**src/rtl/tex_flash_if.sv**
```systemverilog
// tex_flash_if: texture SPI link between the SPI master side (which also
// owns the asynchronous byte memory) and the flash responder.
//
// Signals (named from the responder's point of view):
//   i_csb       chip select, active low
//   i_mosi      serial command/address bit
//   o_miso      serial data bit, MSB first
//   o_miso_oe   MISO output enable, high during the data phase
//   o_mem_addr  byte address into the external memory (ADDR_BITS wide)
//   i_mem_data  byte at o_mem_addr, same-cycle read
//   o_active    transaction in progress
//   o_bad_cmd   one-cycle pulse on an unsupported command byte
//
// master modport: SPI master plus memory model. slave modport: responder.
interface tex_flash_if #(
  parameter int ADDR_BITS = 12
) ();
  logic                 i_csb;
  logic                 i_mosi;
  logic                 o_miso;
  logic                 o_miso_oe;
  logic [ADDR_BITS-1:0] o_mem_addr;
  logic [7:0]           i_mem_data;
  logic                 o_active;
  logic                 o_bad_cmd;

  modport master (
    output i_csb, i_mosi, i_mem_data,
    input  o_miso, o_miso_oe, o_mem_addr, o_active, o_bad_cmd
  );

  modport slave (
    input  i_csb, i_mosi, i_mem_data,
    output o_miso, o_miso_oe, o_mem_addr, o_active, o_bad_cmd
  );
endinterface

```
**src/rtl/tex_flash_responder.sv**
```systemverilog
// tex_flash_responder: device end of the texture SPI link, emulating a
// serial flash. Decodes READ (03h) and, when the macro
// TEX_RESP_FAST_READ_EN is defined, FAST READ (0Bh, 8 dummy clocks).
// Bytes are fetched from an external asynchronous memory and streamed
// MSB first on MISO with auto-increment and wrap at 2^ADDR_BITS.
//
// Ports:
//   clk      texture SCLK, free running; all state moves on its rising edge
//   reset_n  asynchronous active-low reset
//   bus      tex_flash_if.slave (csb, mosi, miso, miso_oe, memory port,
//            active and bad-command status)
//
// Configuration macro: TEX_RESP_FAST_READ_EN (undefined: 0Bh is rejected
// like any other unsupported command and no DUMMY logic is built).
module tex_flash_responder #(
  parameter int ADDR_BITS = 12
) (
  input logic        clk,
  input logic        reset_n,
  tex_flash_if.slave bus
);

  typedef enum logic [2:0] {
    IDLE, CMD, ADDR, DUMMY, DATA, IGNORE
  } state_t;

  state_t               state, state_d;
  logic [5:0]           cnt, cnt_d;
  logic [6:0]           cmd_sr, cmd_sr_d;
  logic [ADDR_BITS-2:0] addr_sr, addr_sr_d;
  logic [7:0]           data_sr, data_sr_d;
  logic [ADDR_BITS-1:0] ptr, ptr_d;
  logic                 armed, armed_d;
  logic                 bad, bad_d;
  logic                 miso, miso_d;
  logic                 fast_sel;
  logic [7:0]           cmd_full;
  logic [ADDR_BITS-1:0] addr_full;
  logic [ADDR_BITS-1:0] mem_addr;

`ifdef TEX_RESP_FAST_READ_EN
  logic is_fast, is_fast_d;
  assign fast_sel = is_fast;
`else
  assign fast_sel = 1'b0;
`endif

  // The bit arriving this edge completes the command / address word, so
  // decisions at edges 7 and 31 use these rather than the registers alone.
  // Address bits above ADDR_BITS simply shift out of the register.
  assign cmd_full  = {cmd_sr, bus.i_mosi};
  assign addr_full = {addr_sr, bus.i_mosi};

  always_ff @(posedge clk or negedge reset_n) begin
    if (!reset_n) begin
      state   <= IDLE;
      cnt     <= '0;
      cmd_sr  <= '0;
      addr_sr <= '0;
      data_sr <= '0;
      ptr     <= '0;
      armed   <= 1'b0;
      bad     <= 1'b0;
      miso    <= 1'b0;
`ifdef TEX_RESP_FAST_READ_EN
      is_fast <= 1'b0;
`endif
    end else begin
      state   <= state_d;
      cnt     <= cnt_d;
      cmd_sr  <= cmd_sr_d;
      addr_sr <= addr_sr_d;
      data_sr <= data_sr_d;
      ptr     <= ptr_d;
      armed   <= armed_d;
      bad     <= bad_d;
      miso    <= miso_d;
`ifdef TEX_RESP_FAST_READ_EN
      is_fast <= is_fast_d;
`endif
    end
  end

  always_comb begin
    state_d   = state;
    cnt_d     = cnt;
    cmd_sr_d  = cmd_sr;
    addr_sr_d = addr_sr;
    data_sr_d = data_sr;
    ptr_d     = ptr;
    armed_d   = armed;
    bad_d     = 1'b0;
    mem_addr  = ptr;
`ifdef TEX_RESP_FAST_READ_EN
    is_fast_d = is_fast;
`endif

    if (bus.i_csb) begin
      // Deselect overrides everything, including a bad-command pulse due
      // on this edge. Seeing csb high also arms decoding after a reset.
      state_d = IDLE;
      cnt_d   = '0;
      armed_d = 1'b1;
    end else begin
      case (state)
        IDLE: begin
          if (armed) begin
            cmd_sr_d = {6'b0, bus.i_mosi};
            cnt_d    = 6'd1;
            state_d  = CMD;
          end else begin
            // Reset released mid-transaction: stay silent until csb toggles.
            state_d = IGNORE;
          end
        end

        CMD: begin
          cmd_sr_d = cmd_full[6:0];
          cnt_d    = cnt + 6'd1;
          if (cnt == 6'd7) begin
            if (cmd_full == 8'h03) begin
              state_d = ADDR;
`ifdef TEX_RESP_FAST_READ_EN
              is_fast_d = 1'b0;
            end else if (cmd_full == 8'h0B) begin
              state_d   = ADDR;
              is_fast_d = 1'b1;
`endif
            end else begin
              state_d = IGNORE;
              bad_d   = 1'b1;
            end
          end
        end

        ADDR: begin
          addr_sr_d = addr_full[ADDR_BITS-2:0];
          cnt_d     = cnt + 6'd1;
          if (cnt == 6'd31) begin
            mem_addr = addr_full;
            if (fast_sel) begin
              ptr_d   = addr_full;
              state_d = DUMMY;
            end else begin
              data_sr_d = bus.i_mem_data;
              ptr_d     = addr_full + ADDR_BITS'(1);
              cnt_d     = '0;
              state_d   = DATA;
            end
          end
        end

`ifdef TEX_RESP_FAST_READ_EN
        DUMMY: begin
          // ptr already holds the start address, so mem_addr = A here.
          cnt_d = cnt + 6'd1;
          if (cnt == 6'd39) begin
            data_sr_d = bus.i_mem_data;
            ptr_d     = ptr + ADDR_BITS'(1);
            cnt_d     = '0;
            state_d   = DATA;
          end
        end
`endif

        DATA: begin
          // cnt counts shifts since the last load; the 8th edge reloads.
          if (cnt == 6'd7) begin
            data_sr_d = bus.i_mem_data;
            ptr_d     = ptr + ADDR_BITS'(1);
            cnt_d     = '0;
          end else begin
            data_sr_d = {data_sr[6:0], 1'b0};
            cnt_d     = cnt + 6'd1;
          end
        end

        IGNORE: begin
          state_d = IGNORE;
        end

        default: begin
          state_d = IDLE;
          cnt_d   = '0;
        end
      endcase
    end

    miso_d = (state_d == DATA) && data_sr_d[7];
  end

  assign bus.o_miso     = miso;
  assign bus.o_miso_oe  = (state == DATA) && !bus.i_csb;
  assign bus.o_mem_addr = mem_addr;
  assign bus.o_active   = (state != IDLE);
  assign bus.o_bad_cmd  = bad;

endmodule

```
**src/flat_wrapper.sv**
```systemverilog
// flat-port wrapper written by rule: the top's interface ports become plain ports
module tex_flash_responder_flat 
#(
  parameter int ADDR_BITS = 12
)
  (clk, reset_n, bus_i_csb, bus_i_mosi, bus_i_mem_data, bus_o_miso, bus_o_miso_oe, bus_o_mem_addr, bus_o_active, bus_o_bad_cmd);
  tex_flash_if #(.ADDR_BITS(ADDR_BITS)) bus_i ();
  input logic clk;
  input logic reset_n;
  input wire logic [$bits(bus_i.i_csb)-1:0] bus_i_csb;
  input wire logic [$bits(bus_i.i_mosi)-1:0] bus_i_mosi;
  input wire logic [$bits(bus_i.i_mem_data)-1:0] bus_i_mem_data;
  output wire logic [$bits(bus_i.o_miso)-1:0] bus_o_miso;
  output wire logic [$bits(bus_i.o_miso_oe)-1:0] bus_o_miso_oe;
  output wire logic [$bits(bus_i.o_mem_addr)-1:0] bus_o_mem_addr;
  output wire logic [$bits(bus_i.o_active)-1:0] bus_o_active;
  output wire logic [$bits(bus_i.o_bad_cmd)-1:0] bus_o_bad_cmd;
  assign bus_i.i_csb = bus_i_csb;
  assign bus_i.i_mosi = bus_i_mosi;
  assign bus_i.i_mem_data = bus_i_mem_data;
  assign bus_o_miso = bus_i.o_miso;
  assign bus_o_miso_oe = bus_i.o_miso_oe;
  assign bus_o_mem_addr = bus_i.o_mem_addr;
  assign bus_o_active = bus_i.o_active;
  assign bus_o_bad_cmd = bus_i.o_bad_cmd;
  tex_flash_responder #(.ADDR_BITS(ADDR_BITS)) u_core (.clk(clk), .reset_n(reset_n), .bus(bus_i));
endmodule
```
**config.mk**
```make
export PLATFORM = sky130hd
export DESIGN_NAME = tex_flash_responder_flat
export DESIGN_NICKNAME = d
export VERILOG_FILES = /design/src/rtl/tex_flash_if.sv /design/src/rtl/tex_flash_responder.sv /design/src/flat_wrapper.sv
export SDC_FILE = /design/constraint.sdc
export NUM_CORES = 1
export LEC_CHECK = 0
export CAP_MARGIN = 0
export CORE_UTILIZATION = 40
export CTS_CLUSTER_DIAMETER = 60
export CTS_CLUSTER_SIZE = 25
export DETAILED_ROUTE_END_ITERATION = 6
export SYNTH_ARGS = -nofsm -noshare
export SYNTH_HDL_FRONTEND = slang
export SYNTH_SLANG_ARGS = --single-unit
```
**constraint.sdc**
```tcl
create_clock -name clk -period 2.92 [get_ports clk]
set_input_delay 0.584 -clock clk [delete_from_list [all_inputs] [get_ports clk]]
set_output_delay 0.584 -clock clk [all_outputs]
set_load 0.01 [all_outputs]
```
==> results of run 1 <==
how the worst max path moves through the flow:
stage / start / endpoint / slack (ns)
floorplan: u_core.state[2]$_DFF_PN0_ / bus_o_mem_addr[2] / 0.55
global placement: bus_i_csb / bus_o_mem_addr[11] / -0.15
detailed placement: bus_i_csb / bus_o_mem_addr[7] / -0.18
CTS: bus_i_csb / bus_o_mem_addr[10] / 0.02
global route: bus_i_csb / bus_o_mem_addr[7] / 0.03
finish: bus_i_csb / bus_o_mem_addr[11] / 0.10
kinds of logic after synthesis:
group | synth area share, %
compound gates | 22.3
xor+xnor | 1.15
fa+ha+maj | 0.819
buf+inv | 4.79
flops | 40.1
mux | 9.42
simple gates | 21.4
layout by cell type (no fill, tap or decap), drive strengths merged, types with 3 or more instances in the layout:
master         count
o21a               3
nor2b              5
a22o               9
nor3b              6
dlygate4sd2       11
a21o               5
or2                4
a22oi              6
mux2i              4
nor4               4
o22a               3
nor2              35
dfrtp             49
clkbuf             7
mux2              22
nand3             12
nand4              5
nand2             23
o22ai              3
a31oi              5
a211oi             4
and3               7
inv                7
clkdlybuf4s50     14
or3                4
a21oi             20
nor3               4
o21ai             16
buf               19
through the flow:
| step | std cells | setup WS [ns] | setup TNS, ns |
|---|---|---|---|
| after floorplan | 319 | 0.552 | 0 |
| after global placement | 441 | -0.155 | -1.47 |
| after detailed placement | 441 | -0.176 | -1.82 |
| after CTS | 450 | 0.0215 | 0 |
| after global routing | 450 | 0.0260 | 0 |
| final | 450 | 0.100 | 0 |
power by group through the flow:
stage	combinational [mW]	sequential [mW]	clock, mW
after floorplan	0.0483	0.730	0
after global placement	0.0928	0.733	0
after detailed placement	0.0951	0.733	0
after CTS	0.0958	0.720	0.521
after global routing	0.107	0.725	0.554
final	0.0935	0.720	0.512
area by class of cell:
cell class,count,area share [%]
flip-flops and latches,49,34.2
clock inverters,1,0.837
clock buffers,7,2.41
repair buffers,45,11.2
well taps,99,3.45
inverters,7,0.733
multi-input cells,242,47.2
routing by layer:
layer  vias up  global-route usage (%)  wire, um
met5         -                       0         0
met3         7                    3.88       245
li1       1251                       -         -
met2        57                    30.7      3350
met1      1255                    27.3      3390
met4         0                    4.04        61
critical path, delay by kind of cell:
family,cells,cell delay [ns]
AND/OR/NAND/NOR,2,0.39
buffers and inverters,3,0.90
multiplexers,1,0.34
sequential cells by signal, summed over array words and instances, names as in the netlist:
register	count
u_core.bus.o_bad_cmd	1
u_core.armed	1
u_core.state	3
u_core.ptr	12
u_core.data_sr	7
u_core.cnt	6
u_core.addr_sr	11
u_core.cmd_sr	7
u_core.bus.o_miso	1
what timing repair did:
action | CTS | global route
buffers inserted | 1 | 0
setup endpoints to repair | 12 | 1
gates resized for setup | 13 | 1
pin swaps | 1 | 0
==> run metrics, run 1 <==
clock tree from TritonCTS=yes; worst relative slew slack=65.4%; Power Density=370 mW/mm2; maximum fanout along the worst path=13; via density per instance=5.71; number of DRC markers after the initial detailed-route iteration=125; detailed-route wire length per cell=15.7 um; synthesized instance count=319; Peak VDD IR=0.212 mV; Die X=89.4 um; portion of synthesized cell area occupied by the leading cell type=40.1%; number of buffers created by CTS=5; area occupied by multi-input gates=0.00169 mm2; min-delay worst type=in2async; dpl hpwl=4980 um; sequential group share of total power=54.3%; number of enable flip-flop cells after synthesis=0; layout net count=364; clock slew at reported path FFs=0.10 ns; Reg2Reg Launch Point=u_core.state[0]$_DFF_PN0_; combined global-route utilization of all metal layers=19.3%; grt ovf=0; critical path class=in2out; Storage cell area=0.00123 mm2; initial antenna violation count=0; arrival time at the worst endpoint=2.24 ns; Die Outline Area=0.00799 mm2; row cnt=31; crit path time final=2.82 ns; #FFs+latches synth=49; capturing element type of the critical path=primary output; count of filler cells inserted in the layout=693; utilization of the core after routing=48.9%; end of the worst register-to-register path=u_core.ptr[4]$_DFFE_PN0P_; net switching power=301 uW; Finish-stage setup viols=0; transition time at the pin with the least slew margin=0.517 ns; combinational cell fraction of total power=7.1%; number of inserted diodes=0; critical-path cell with the highest stage delay=clkdlybuf4s50_1; total detailed-routing wirelength=7050 um; main area contributors after synthesis=dfrtp_1 40%, mux2_2 4.8%, nor2_1 4.2%, mux2_1 3.3%, a21oi_1 2.9%; Clock Skews=0.0154 ns; synth unique cells=68; final weighted congestion in routability-driven placement=0.768; largest buffer count on any clock path=2; Mapped Nets=333; cell accounting for the most synthesized area=dfrtp_1; length of the first detailed-routing pass in iterations=4; unrepaired setup endpoints after global routing=no; net switching fraction of the power=22.7%; Residual DRC=0; ratio of cells with drive above 1 in the final layout=16.8%; CP startpoint kind=input port; sink count of the clock tree=49; vias in the first global route=2360; cell leakage power=1.66 nW; netlist area before placement=0.00306 mm2; internal power consumption=1.03 mW; endpoint required time on the critical path=2.34 ns; fraction of synthesis flops using an asynchronous set or reset pin=100%; most used standard cell by instance count after synthesis=dfrtp_1; H-Tree Depth=2; number of hold violations in the final report=0; worst hold slack after final layout=0.141 ns; cell chosen for the clock root=clkbuf_8; post-route ant nets=0; yosys warns=0; Area growth syn-to-layout=17.4%; maximum number of pins on one net before global-route repair=24; Vias=2570; Port Buffer Count=27; number of cells on the worst reg-to-reg path=10; share of the yosys chip area belonging to registers=40.1%; global-route wire length before repair=11800 um; leading post-synthesis cells by instance count=49 x dfrtp_1, 34 x nor2_1, 23 x nand2_1, 18 x a21oi_1, 14 x o21ai_0; core footprint=0.00733 mm2; post-synthesis average cell area=9.58 um2; delay contributed by the slowest stage of the critical path=0.45 ns; Top Ports=28; hold_buf cts=0; ordered list of cells on the worst path=clkdlybuf4s50_1 > nor3_2 > nor3b_4 > buf_12 > mux2_2 > dlygate4sd2_1; Synth Flop Type=dfrtp_1; clock group share of total power=38.6%; period utilisation layout=96.6%; Final Cell Area=0.00359 mm2; max-cap violations=0; reg2reg setup slack=0.56 ns; power after layout=1.33 mW; run status=completed; max-slew violation count=0; Achievable Freq=355 MHz; initial core utilization=41.7%; worst skew pair latency=0.32 ns; Die Height=89.4 um; Area after DPL=0.00346 mm2
Note: power is estimated with default switching activity, not from simulation.
==> run 2: changes to the inputs <==
CORE_MARGIN = 3   (was not set)
==> run metrics, run 2 (same netlist as run 1, synthesis figures left out) <==
run status=completed; core footprint=0.00733 mm2; critical path class=reg2out; min-delay worst type=in2async; Finish-stage setup viols=0; delay contributed by the slowest stage of the critical path=0.38 ns; layout net count=377; net switching power=297 uW; hold_buf cts=0; largest buffer count on any clock path=2; clock group share of total power=37.9%; net switching fraction of the power=22.3%; final weighted congestion in routability-driven placement=0.792; number of DRC markers after the initial detailed-route iteration=124; internal power consumption=1.03 mW; arrival time at the worst endpoint=2.24 ns; Peak VDD IR=0.237 mV; Achievable Freq=354 MHz; Die Outline Area=0.00872 mm2; commonest non-fill, non-tap cells in the layout=49 x dfrtp_1, 34 x nor2_1, 26 x buf_4, 23 x nand2_1, 18 x a21oi_1; most common cell after layout, fill and taps aside=dfrtp_1; cell class contributing the biggest share of worst-path delay=simple AND/OR/NAND/NOR gates; clock slew at reported path FFs=0.09 ns; Top Registers=u_core.ptr (12), u_core.addr_sr (11); unrepaired setup endpoints after global routing=no; number of hold violations in the final report=0; critical-path cell with the highest stage delay=dfrtp_1; initial core utilization=41.7%; crit path time final=2.82 ns; max-slew violation count=0; post-route ant nets=0; flip-flop count of the largest register, all copies and words added=12; capturing element type of the critical path=primary output; Top Ports=28; maximum fanout along the worst path=6; post-placement worst setup slack=-0.171 ns; maximum number of pins on one net before global-route repair=20; Clock Skews=0.00665 ns; Die X=93.4 um; sink count of the clock tree=49; CP startpoint kind=register; power after layout=1.33 mW; combined global-route utilization of all metal layers=17.7%; row cnt=31; H-Tree Depth=2; number of inserted diodes=0; Die Height=93.4 um; number of buffer and inverter stages on the critical path=4; vias in the first global route=2567; Power Density=354 mW/mm2; clock tree from TritonCTS=yes; Port Buffer Count=27; ratio of cells with drive above 1 in the final layout=20.3%; Top reg by flops=u_core.ptr; Area growth syn-to-layout=22.7%; period utilisation layout=96.7%; grt ovf=0; Vias=2647; total detailed-routing wirelength=7390 um; combinational cell fraction of total power=7.7%; worst relative slew slack=50.7%; initial antenna violation count=0; length of the first detailed-routing pass in iterations=4; max-cap violations=0; cell leakage power=1.75 nW; dpl hpwl=5200 um; worst hold slack after final layout=0.233 ns; cell chosen for the clock root=clkbuf_8; Residual DRC=0; global-route wire length before repair=12500 um; worst skew pair latency=0.30 ns; transition time at the pin with the least slew margin=0.737 ns; endpoint required time on the critical path=2.34 ns; post-route worst setup slack=0.0966 ns; sequential group share of total power=54.4%; via density per instance=5.72; detailed-route wire length per cell=16.0 um; Most Frequent Cell on Critical Path=buf_12; ordered list of cells on the worst path=or2_4 > nor3_4 > nor3b_4 > buf_12 > buf_6 > buf_12 > mux2_2 > clkdlybuf4s15_1; number of buffers created by CTS=5
[run 2: final timing paths]
check                                        startpoint                      endpoint  slack, ns  cells after the start
min reg2reg                u_core.cmd_sr[6]$_DFFE_PN0P_  u_core.cmd_sr[6]$_DFFE_PN0P_       0.52                      1
max reg2reg                   u_core.state[2]$_DFF_PN0_     u_core.ptr[4]$_DFFE_PN0P_       0.62                     11
min                                             reset_n     u_core.ptr[4]$_DFFE_PN0P_       0.23                      1
max                           u_core.state[0]$_DFF_PN0_             bus_o_mem_addr[0]        0.1                      8
max in group asynchronous                       reset_n     u_core.cnt[2]$_DFFE_PN0P_       2.08                      2
min in group clk           u_core.cmd_sr[6]$_DFFE_PN0P_  u_core.cmd_sr[6]$_DFFE_PN0P_       0.52                      1
[run 2: routing by layer]
layer	global-route usage (%)	vias to the layer above	part of all wire, %
met3	2.74	12	3.4
li1	-	1277	-
met2	29.3	46	48
met1	23.6	1312	47
met4	5.98	0	1.7
met5	0	-	0
[run 2: final cells by class]
type | instances | area [um2]
Timing Repair Buffer | 58 | 543
Clock inverter | 1 | 30.0
Fill cell | 679 | 3580
Clock buffer | 7 | 86.3
Multi-Input combinational cell | 242 | 1710
Sequential cell | 49 | 1230
Tap cell | 99 | 124
Inverter | 7 | 26.3
[run 2: worst reg2reg max path: cells and delay by family (launching register included)]
kind	cells	cell delay [ns]
AND/OR/NAND/NOR	3	0.63
buffers and inverters	3	0.48
AO/OA/AOI/OAI	4	0.43
flip-flops	1	0.36
adder cells (fa/ha/maj)	1	0.30
[run 2: through the flow]
step,area (um2),std cells,TNS [ns],utilization [%]
2_1_floorplan,3060,319,0,-
3_3_place_gp,3480,443,-1.41,47.5
3_5_place_dp,3480,443,-1.69,47.5
4_1_cts,3620,455,0,49.4
5_1_grt,3750,463,0,51.1
6_report,3750,463,0,51.1
[run 2: power by group through the flow]
stage	clock [mW]	sequential, mW	combinational (mW)
final	0.504	0.722	0.102
after CTS	0.523	0.721	0.0971
after detailed placement	0	0.734	0.0962
after global routing	0.545	0.725	0.116
after floorplan	0	0.730	0.0483
after global placement	0	0.733	0.0929
[run 2: what timing repair did]
action / in CTS / in global routing
resized for setup: 13 / 9
setup buffers: 4 / 8
setup endpoints to repair: 12 / 4
pin swaps: 1 / 2
==> run 3: changes to the inputs <==
CORE_MARGIN = 2   (was 3)
HOLD_SLACK_MARGIN = 0.12   (was not set)
==> run metrics, run 3 (same netlist as run 1, synthesis figures left out) <==
run status=completed; min-delay worst type=in2async; cell class contributing the biggest share of worst-path delay=buffers and inverters; endpoint required time on the critical path=2.34 ns; global-route wire length before repair=12100 um; largest buffer count on any clock path=2; critical path class=reg2out; flip-flop count of the largest register, all copies and words added=12; number of DRC markers after the initial detailed-route iteration=131; Die Outline Area=0.00835 mm2; core footprint=0.00733 mm2; length of the first detailed-routing pass in iterations=5; Finish-stage setup viols=0; clock slew at reported path FFs=0.09 ns; H-Tree Depth=2; row cnt=31; Die X=91.4 um; clock tree from TritonCTS=yes; power after layout=1.22 mW; ratio of cells with drive above 1 in the final layout=17.8%; capturing element type of the critical path=primary output; number of buffers created by CTS=5; detailed-route wire length per cell=15.4 um; initial antenna violation count=0; grt ovf=0; combined global-route utilization of all metal layers=17.7%; count of filler cells inserted in the layout=705; maximum number of pins on one net before global-route repair=23; critical-path cell with the highest stage delay=dfrtp_1; total detailed-routing wirelength=7000 um; Power Density=335 mW/mm2; period utilisation layout=95.9%; delay contributed by the slowest stage of the critical path=0.46 ns; via density per instance=5.71; worst relative slew slack=64.0%; Peak VDD IR=0.169 mV; Port Buffer Count=27; transition time at the pin with the least slew margin=0.538 ns; number of hold violations in the final report=0; cell chosen for the clock root=clkbuf_8; sink count of the clock tree=49; Clock Skews=0.00919 ns; number of buffer and inverter stages on the critical path=3; crit path time final=2.80 ns; initial core utilization=41.7%; post-route worst setup slack=0.120 ns; layout net count=368; Area growth syn-to-layout=18.8%; Vias=2588; post-route ant nets=0; worst skew pair latency=0.30 ns; max-cap violations=0; Top Ports=28; Residual DRC=0; vias in the first global route=2391; hold_buf cts=0; Top Registers=u_core.ptr (12), u_core.addr_sr (11); number of inserted diodes=0; arrival time at the worst endpoint=2.22 ns; post-placement worst setup slack=-0.144 ns; Top reg by flops=u_core.ptr; Achievable Freq=357 MHz; area occupied by multi-input gates=0.00171 mm2; ordered list of cells on the worst path=ha_4 > nand3b_2 > nor3b_4 > buf_12 > buf_4 > mux2_1 > dlygate4sd2_1; cell leakage power=1.68 nW; maximum fanout along the worst path=8; Storage cell area=0.00123 mm2; CP startpoint kind=register; final weighted congestion in routability-driven placement=0.835; dpl hpwl=4900 um; commonest non-fill, non-tap cells in the layout=49 x dfrtp_1, 34 x nor2_1, 23 x nand2_1, 19 x buf_4, 18 x a21oi_1; most common cell after layout, fill and taps aside=dfrtp_1; max-slew violation count=0; Die Height=91.4 um
[run 3: cell count changes in the layout (fill, tap and decap cells not counted), sizes merged]
cell / previous run / this run
buf: 32 / 23
clkdlybuf4s15: 2 / 1
dlygate4sd2: 9 / 10
bufinv: 1 / 0
[run 3: what timing repair did]
item                       4_1_cts  5_1_grt
pin swaps                        1        1
setup endpoints to repair       12        5
cloned                           0        0
resized for setup               12        6
hold endpoints to repair         0        0
setup buffers                    2        2
[run 3: final timing paths]
check / startpoint / endpoint / slack [ns] / cells after the start
hold reg to reg: u_core.cmd_sr[6]$_DFFE_PN0P_ / u_core.cmd_sr[6]$_DFFE_PN0P_ / 0.52 / 1
setup / recovery: u_core.cnt[0]$_DFFE_PN0P_ / bus_o_mem_addr[4] / 0.12 / 7
max in group asynchronous: reset_n / u_core.state[2]$_DFF_PN0_ / 2.22 / 2
setup reg to reg: u_core.state[0]$_DFF_PN0_ / u_core.ptr[4]$_DFFE_PN0P_ / 0.55 / 10
hold / removal: reset_n / u_core.ptr[4]$_DFFE_PN0P_ / 0.13 / 1
min in group clk: u_core.cmd_sr[6]$_DFFE_PN0P_ / u_core.cmd_sr[6]$_DFFE_PN0P_ / 0.52 / 1
[run 3: report_power, final]
part | internal (mW) | total, mW | switching, mW
logic | 0.0439 | 0.0947 | 0.0508
registers | 0.703 | 0.722 | 0.0185
clock network | 0.188 | 0.401 | 0.213
[run 3: per-stage QoR]
stage / hold slack (ns) / instance area [um2] / instances / utilization, % / TNS [ns]
after CTS: 0.132 / 3570 / 451 / 48.6 / 0
after global routing: 0.133 / 3630 / 453 / 49.5 / -0.00169
after floorplan: 0.288 / 3060 / 319 / - / 0
after detailed placement: 0.461 / 3470 / 442 / 47.4 / -1.40
final: 0.132 / 3630 / 453 / 49.5 / 0
after global placement: 0.465 / 3470 / 442 / 47.4 / -1.49
[run 3: area by class of cell]
cell class | count | area share, %
multi-input cells | 242 | 47.1
flip-flops and latches | 49 | 33.8
inverters | 7 | 0.724
clock buffers | 7 | 2.38
repair buffers | 49 | 12.6
well taps | 99 | 3.41
[run 3: per-layer routing]
metal | wire, um | track usage [%]
met1 | 3290 | 25.3
met3 | 330 | 2.66
met5 | 0 | 0
met2 | 3290 | 27.8
met4 | 93 | 4.80
==> RTL change 1 (settings of run 2) <==
The 6 states of `state_t` get a Gray code encoding in 3 bits.
--- a/src/rtl/tex_flash_responder.sv
+++ b/src/rtl/tex_flash_responder.sv
@@ -21,7 +21,7 @@
 );
 
   typedef enum logic [2:0] {
-    IDLE, CMD, ADDR, DUMMY, DATA, IGNORE
+    IDLE = 3'b000, CMD = 3'b001, ADDR = 3'b011, DUMMY = 3'b010, DATA = 3'b110, IGNORE = 3'b111
   } state_t;
 
   state_t               state, state_d;
Behaviour: same outputs for any inputs over 10 cycles, from zero or initial values and one cycle with reset_n low; not proved beyond that.
==> RTL change 1 against run 2 <==
Utilization down 1.4 points. Total power down 2.6%. Worst setup slack better by 0.019 ns. Synthesized area up 1.1%. Sequential cell count unchanged. Synthesized cell count up 6.6%. Sequential share of layout area up 0.74 points. Wire length down 1.9%. Count of clock-buffer cells in the layout unchanged. Cell count up 1.5%. Die area up 0.99%. Final area down 2.2%. Largest cell class unchanged.
==> RTL change 1: results (changes against run 2) <==
| Metric | Value |
|---|---|
| Result of the run | `completed` |
| Mux contribution to synthesized area | `12.4% (+2.9 points)` |
| Total GRT Usage | `17.0% (-0.68 points)` |
| Asr flop ratio synth | `100% (unchanged)` |
| Syn_nets | `354 (+6.3%)` |
| H-tree depth | `2 (unchanged)` |
| Via count | `2,672 (+0.94%)` |
| RD Place Congestion | `0.849 (+7.2%)` |
| Top post-synthesis cells by area | `dfrtp_1 40%, mux2_2 9.1%, nand2_1 5.1%, o21ai_0 3.4%, mux2i_1 3.2%` |
| RR Startpoint | `u_core.state[1]$_DFF_PN0_` |
| Worst vdd ir | `0.000226 V (-4.6%)` |
| Commonest non-fill, non-tap cell in the layout | `dfrtp_1` |
| DR pass1 iterations | `4 (unchanged)` |
| Dpl ws | `-0.307 ns (-0.136 ns)` |
| Hpwl dp | `4900 um (-5.6%)` |
| CTS root buffer | `clkbuf_8` |
| Synth Area in Adders | `0.810% (-0.0086 points)` |
| Detailed Route WL | `7250 um (-1.9%)` |
| Worst R2R Path Depth | `9 (-2)` |
| Synthesized-area fraction occupied by xor and xnor cells | `0.284% (-0.86 points)` |
| Filler cell count | `723 (+6.5%)` |
| Layout cell share with drive strength beyond 1 | `18.6% (-1.7 points)` |
| Flop2flop setup slack | `0.39 ns (-0.23 ns)` |
| Compound-cell area share of the yosys netlist | `18.6% (-3.7 points)` |
| Inst Count DP | `459 (+3.6%)` |
| Critical Path AT | `2.22 ns (-0.02 ns)` |
| Worst slew margin | `30.4% (-20 points)` |
| Netlist cell types | `58 (-15%)` |
| Largest net degree at the start of global routing | `26 (+30%)` |
| Nets | `384 (+1.9%)` |
| DR iter-0 viols | `159 (+28%)` |
| Layout Skew | `0.0105 ns (+0.00386 ns)` |
| Top FF cell, synth | `dfrtp_1` |
| Number of vias per cell | `5.69 (-0.56%)` |
| Pleak | `1.73 nW (-0.99%)` |
| Biggest regs | `u_core.ptr (12), u_core.addr_sr (11)` |
| Reg-to-reg endpoint | `u_core.ptr[8]$_DFFE_PN0P_` |
| Commonest cells in the netlist | `49 x dfrtp_1, 42 x nand2_1, 25 x mux2_2` |
| Min-delay worst type | `input pin to asynchronous set/reset pin` |
| Total CTS buffers | `5 (unchanged)` |
| Gate count after technology mapping | `340 (+6.6%)` |
| Vias in the first global route | `2,449 (-4.6%)` |
| Post-synthesis sequential area ratio | `39.7% (-0.42 points)` |
| First-pass GRT wire length | `12,000 um (-3.7%)` |
| Yosys warns | `0 (unchanged)` |
| Maximum clock path buffer count | `2 (unchanged)` |
-- RTL change 1: kinds of logic (layout without fill, tap and decap cells) --
group	Yosys count	after routing
buf+inv	30	61
xor+xnor	1	1
simple gates	139	139
mux	35	35
fa+ha+maj	2	2
compound gates	84	84
flops	49	49
-- RTL change 1: routing by layer --
layer | wire [um] | GRT usage (%)
met3 | 203 | 3.21
met4 | 89 | 4.93
met1 | 3580 | 23.8
met2 | 3380 | 26.8
met5 | 0 | 0
-- RTL change 1: final cells by class --
cell class                 count  share of cell area (%)
multi-input combinational    261                    47.4
inverter                       4                   0.410
timing repair buffer          49                    12.2
tap                           99                    3.38
clock inverter                 1                   0.819
sequential                    49                    33.4
clock buffer                   7                    2.35
-- RTL change 1: through the flow --
step / hold slack (ns) / setup TNS (ns) / area, um2
after global placement: 0.466 / -3.19 / 3500
after CTS: 0.168 / 0 / 3620
after detailed placement: 0.477 / -3.53 / 3500
after global routing: 0.181 / 0 / 3670
after floorplan: 0.288 / 0 / 3090
final: 0.166 / 0 / 3670
-- RTL change 1: power by group --
group / internal (mW) / switching (mW)
combinational: 0.0359 / 0.0458
clock: 0.280 / 0.233
sequential: 0.688 / 0.0106
-- RTL change 1: timing repair --
item                       4_1_cts  5_1_grt
setup buffers                    1        1
gates resized for setup         16        4
hold buffers                     0        0
setup endpoints to repair       12       11
cloned                           0        1
-- RTL change 1: worst max-delay path by stage --
stage	from	end	slack, ns	depth (start not counted)
2_1_floorplan	bus_i_csb	bus_o_mem_addr[10]	0.44	5
3_3_place_gp	bus_i_csb	bus_o_mem_addr[1]	-0.28	7
3_5_place_dp	bus_i_csb	bus_o_mem_addr[5]	-0.31	7
4_1_cts	bus_i_csb	bus_o_mem_addr[7]	0.04	7
5_1_grt	u_core.cnt[1]$_DFFE_PN0P_	bus_o_mem_addr[1]	0.01	7
6_report	u_core.cnt[0]$_DFFE_PN0P_	bus_o_mem_addr[8]	0.12	7
-- RTL change 1: critical path, stage by stage, from the launching register on --
cell and delay, ns:
dfrtp_1 0.38, ha_2 0.22, and3b_1 0.21, nand3_2 0.13, nor2b_4 0.20, clkbuf_16 0.18
mux2_2 0.32, dlygate4sd2_1 0.28
==> RTL change 2 (flow settings as in run 2) <==
Made on the original files. Build with the macro `TEX_RESP_FAST_READ_EN` defined.
--- a/src/rtl/tex_flash_responder.sv
+++ b/src/rtl/tex_flash_responder.sv
@@ -12,6 +12,8 @@
 //
 // Configuration macro: TEX_RESP_FAST_READ_EN (undefined: 0Bh is rejected
 // like any other unsupported command and no DUMMY logic is built).
+`define TEX_RESP_FAST_READ_EN
+
 module tex_flash_responder #(
   parameter int ADDR_BITS = 12
 ) (
Formal check against the unedited RTL: not equivalent (a bounded check fails within 10 cycles, from zero or initial values and one cycle with reset_n low).
==> RTL change 2 against run 2 <==
Final area fell by 0.70%. Sequential power rose by 0.6%. Largest cell class unchanged. Synthesized area rose by 3.8%. Wire length rose by 5.1%. Worst setup slack got worse by 0.0097 ns. Largest power group unchanged. Total power rose by 2.5%. Register-to-register slack got worse by 0.07 ns. Sequential cell count rose by 1. Clock power rose by 4.8%.
==> RTL change 2: results (changes against run 2) <==
| Metric | Value |
|---|---|
| Met3 Resource Use GR | `2.76% (+0.027 points)` |
| First-pass GRT wire length | `12,900 um (+3.2%)` |
| Post-Place Cell Area | `3590 um2 (+3.1%)` |
| WL met1 | `3710 um (+7.4%)` |
| Met1 Usage GRT | `26.6% (+3.0 points)` |
| Syn_nets | `354 (+6.3%)` |
| Largest net degree at the start of global routing | `29 (+45%)` |
| Number of vias per cell | `5.74 (+0.43%)` |
| Layout Skew | `0.00852 ns (+0.00187 ns)` |
| Worst vdd ir | `0.000257 V (+8.7%)` |
| Worst slew margin | `25.4% (-25 points)` |
| Compound-cell area share of the yosys netlist | `20.5% (-1.9 points)` |
| Per-cell routed wire length | `16.5 um (+3.1%)` |
| Delay of the slowest critical-path stage | `0.42 ns (+0.04 ns)` |
| DR iter-0 viols | `190 (+53%)` |
| Total GRT Usage | `18.1% (+0.39 points)` |
| Dpl ws | `-0.166 ns (+0.00465 ns)` |
| Result of the run | `completed` |
| Top post-synthesis cells by area | `dfrtp_1 39%, mux2_2 9.6%, a21oi_1 3.9%, o21ai_0 2.8%, nand2_1 2.6%` |
| GR Util met2 | `27.3% (-2.0 points)` |
| RD Place Congestion | `0.852 (+7.6%)` |
| Worst skew pair latency | `0.32 ns (+0.02 ns)` |
| Commonest cells in the netlist | `50 x dfrtp_1, 27 x mux2_2, 25 x a21oi_1` |
| Crit path launch | `u_core.cnt[0]$_DFFE_PN0P_` |
| Mux contribution to synthesized area | `10.9% (+1.5 points)` |
| Vias in the first global route | `2,509 (-2.3%)` |
[RTL change 2: cell type report]
class / count / area (um2)
clock buffer: 5 / 68.8
timing repair buffer: 47 / 407
multi-input combinational: 253 / 1770
fill: 708 / 3760
clock inverter: 3 / 47.5
inverter: 15 / 56.3
tap: 99 / 124
sequential: 50 / 1250
[RTL change 2: repair_timing]
action,4_1_cts,5_1_grt
pin swaps,0,1
setup endpoints to repair,12,10
gates resized for setup,13,3
gates cloned,0,1
buffers inserted,0,2
[RTL change 2: final timing paths]
kind	to	slack [ns]	cells after the start
min in group clk	u_core.armed$_DFFE_PN0P_	0.52	1
hold / removal	u_core.cnt[1]$_DFFE_PN0P_	0.29	1
setup reg to reg	u_core.ptr[11]$_DFFE_PN0P_	0.55	6
setup / recovery	bus_o_mem_addr[1]	0.09	6
max in group asynchronous	u_core.state[2]$_DFF_PN0_	1.99	2
hold reg to reg	u_core.armed$_DFFE_PN0P_	0.52	1
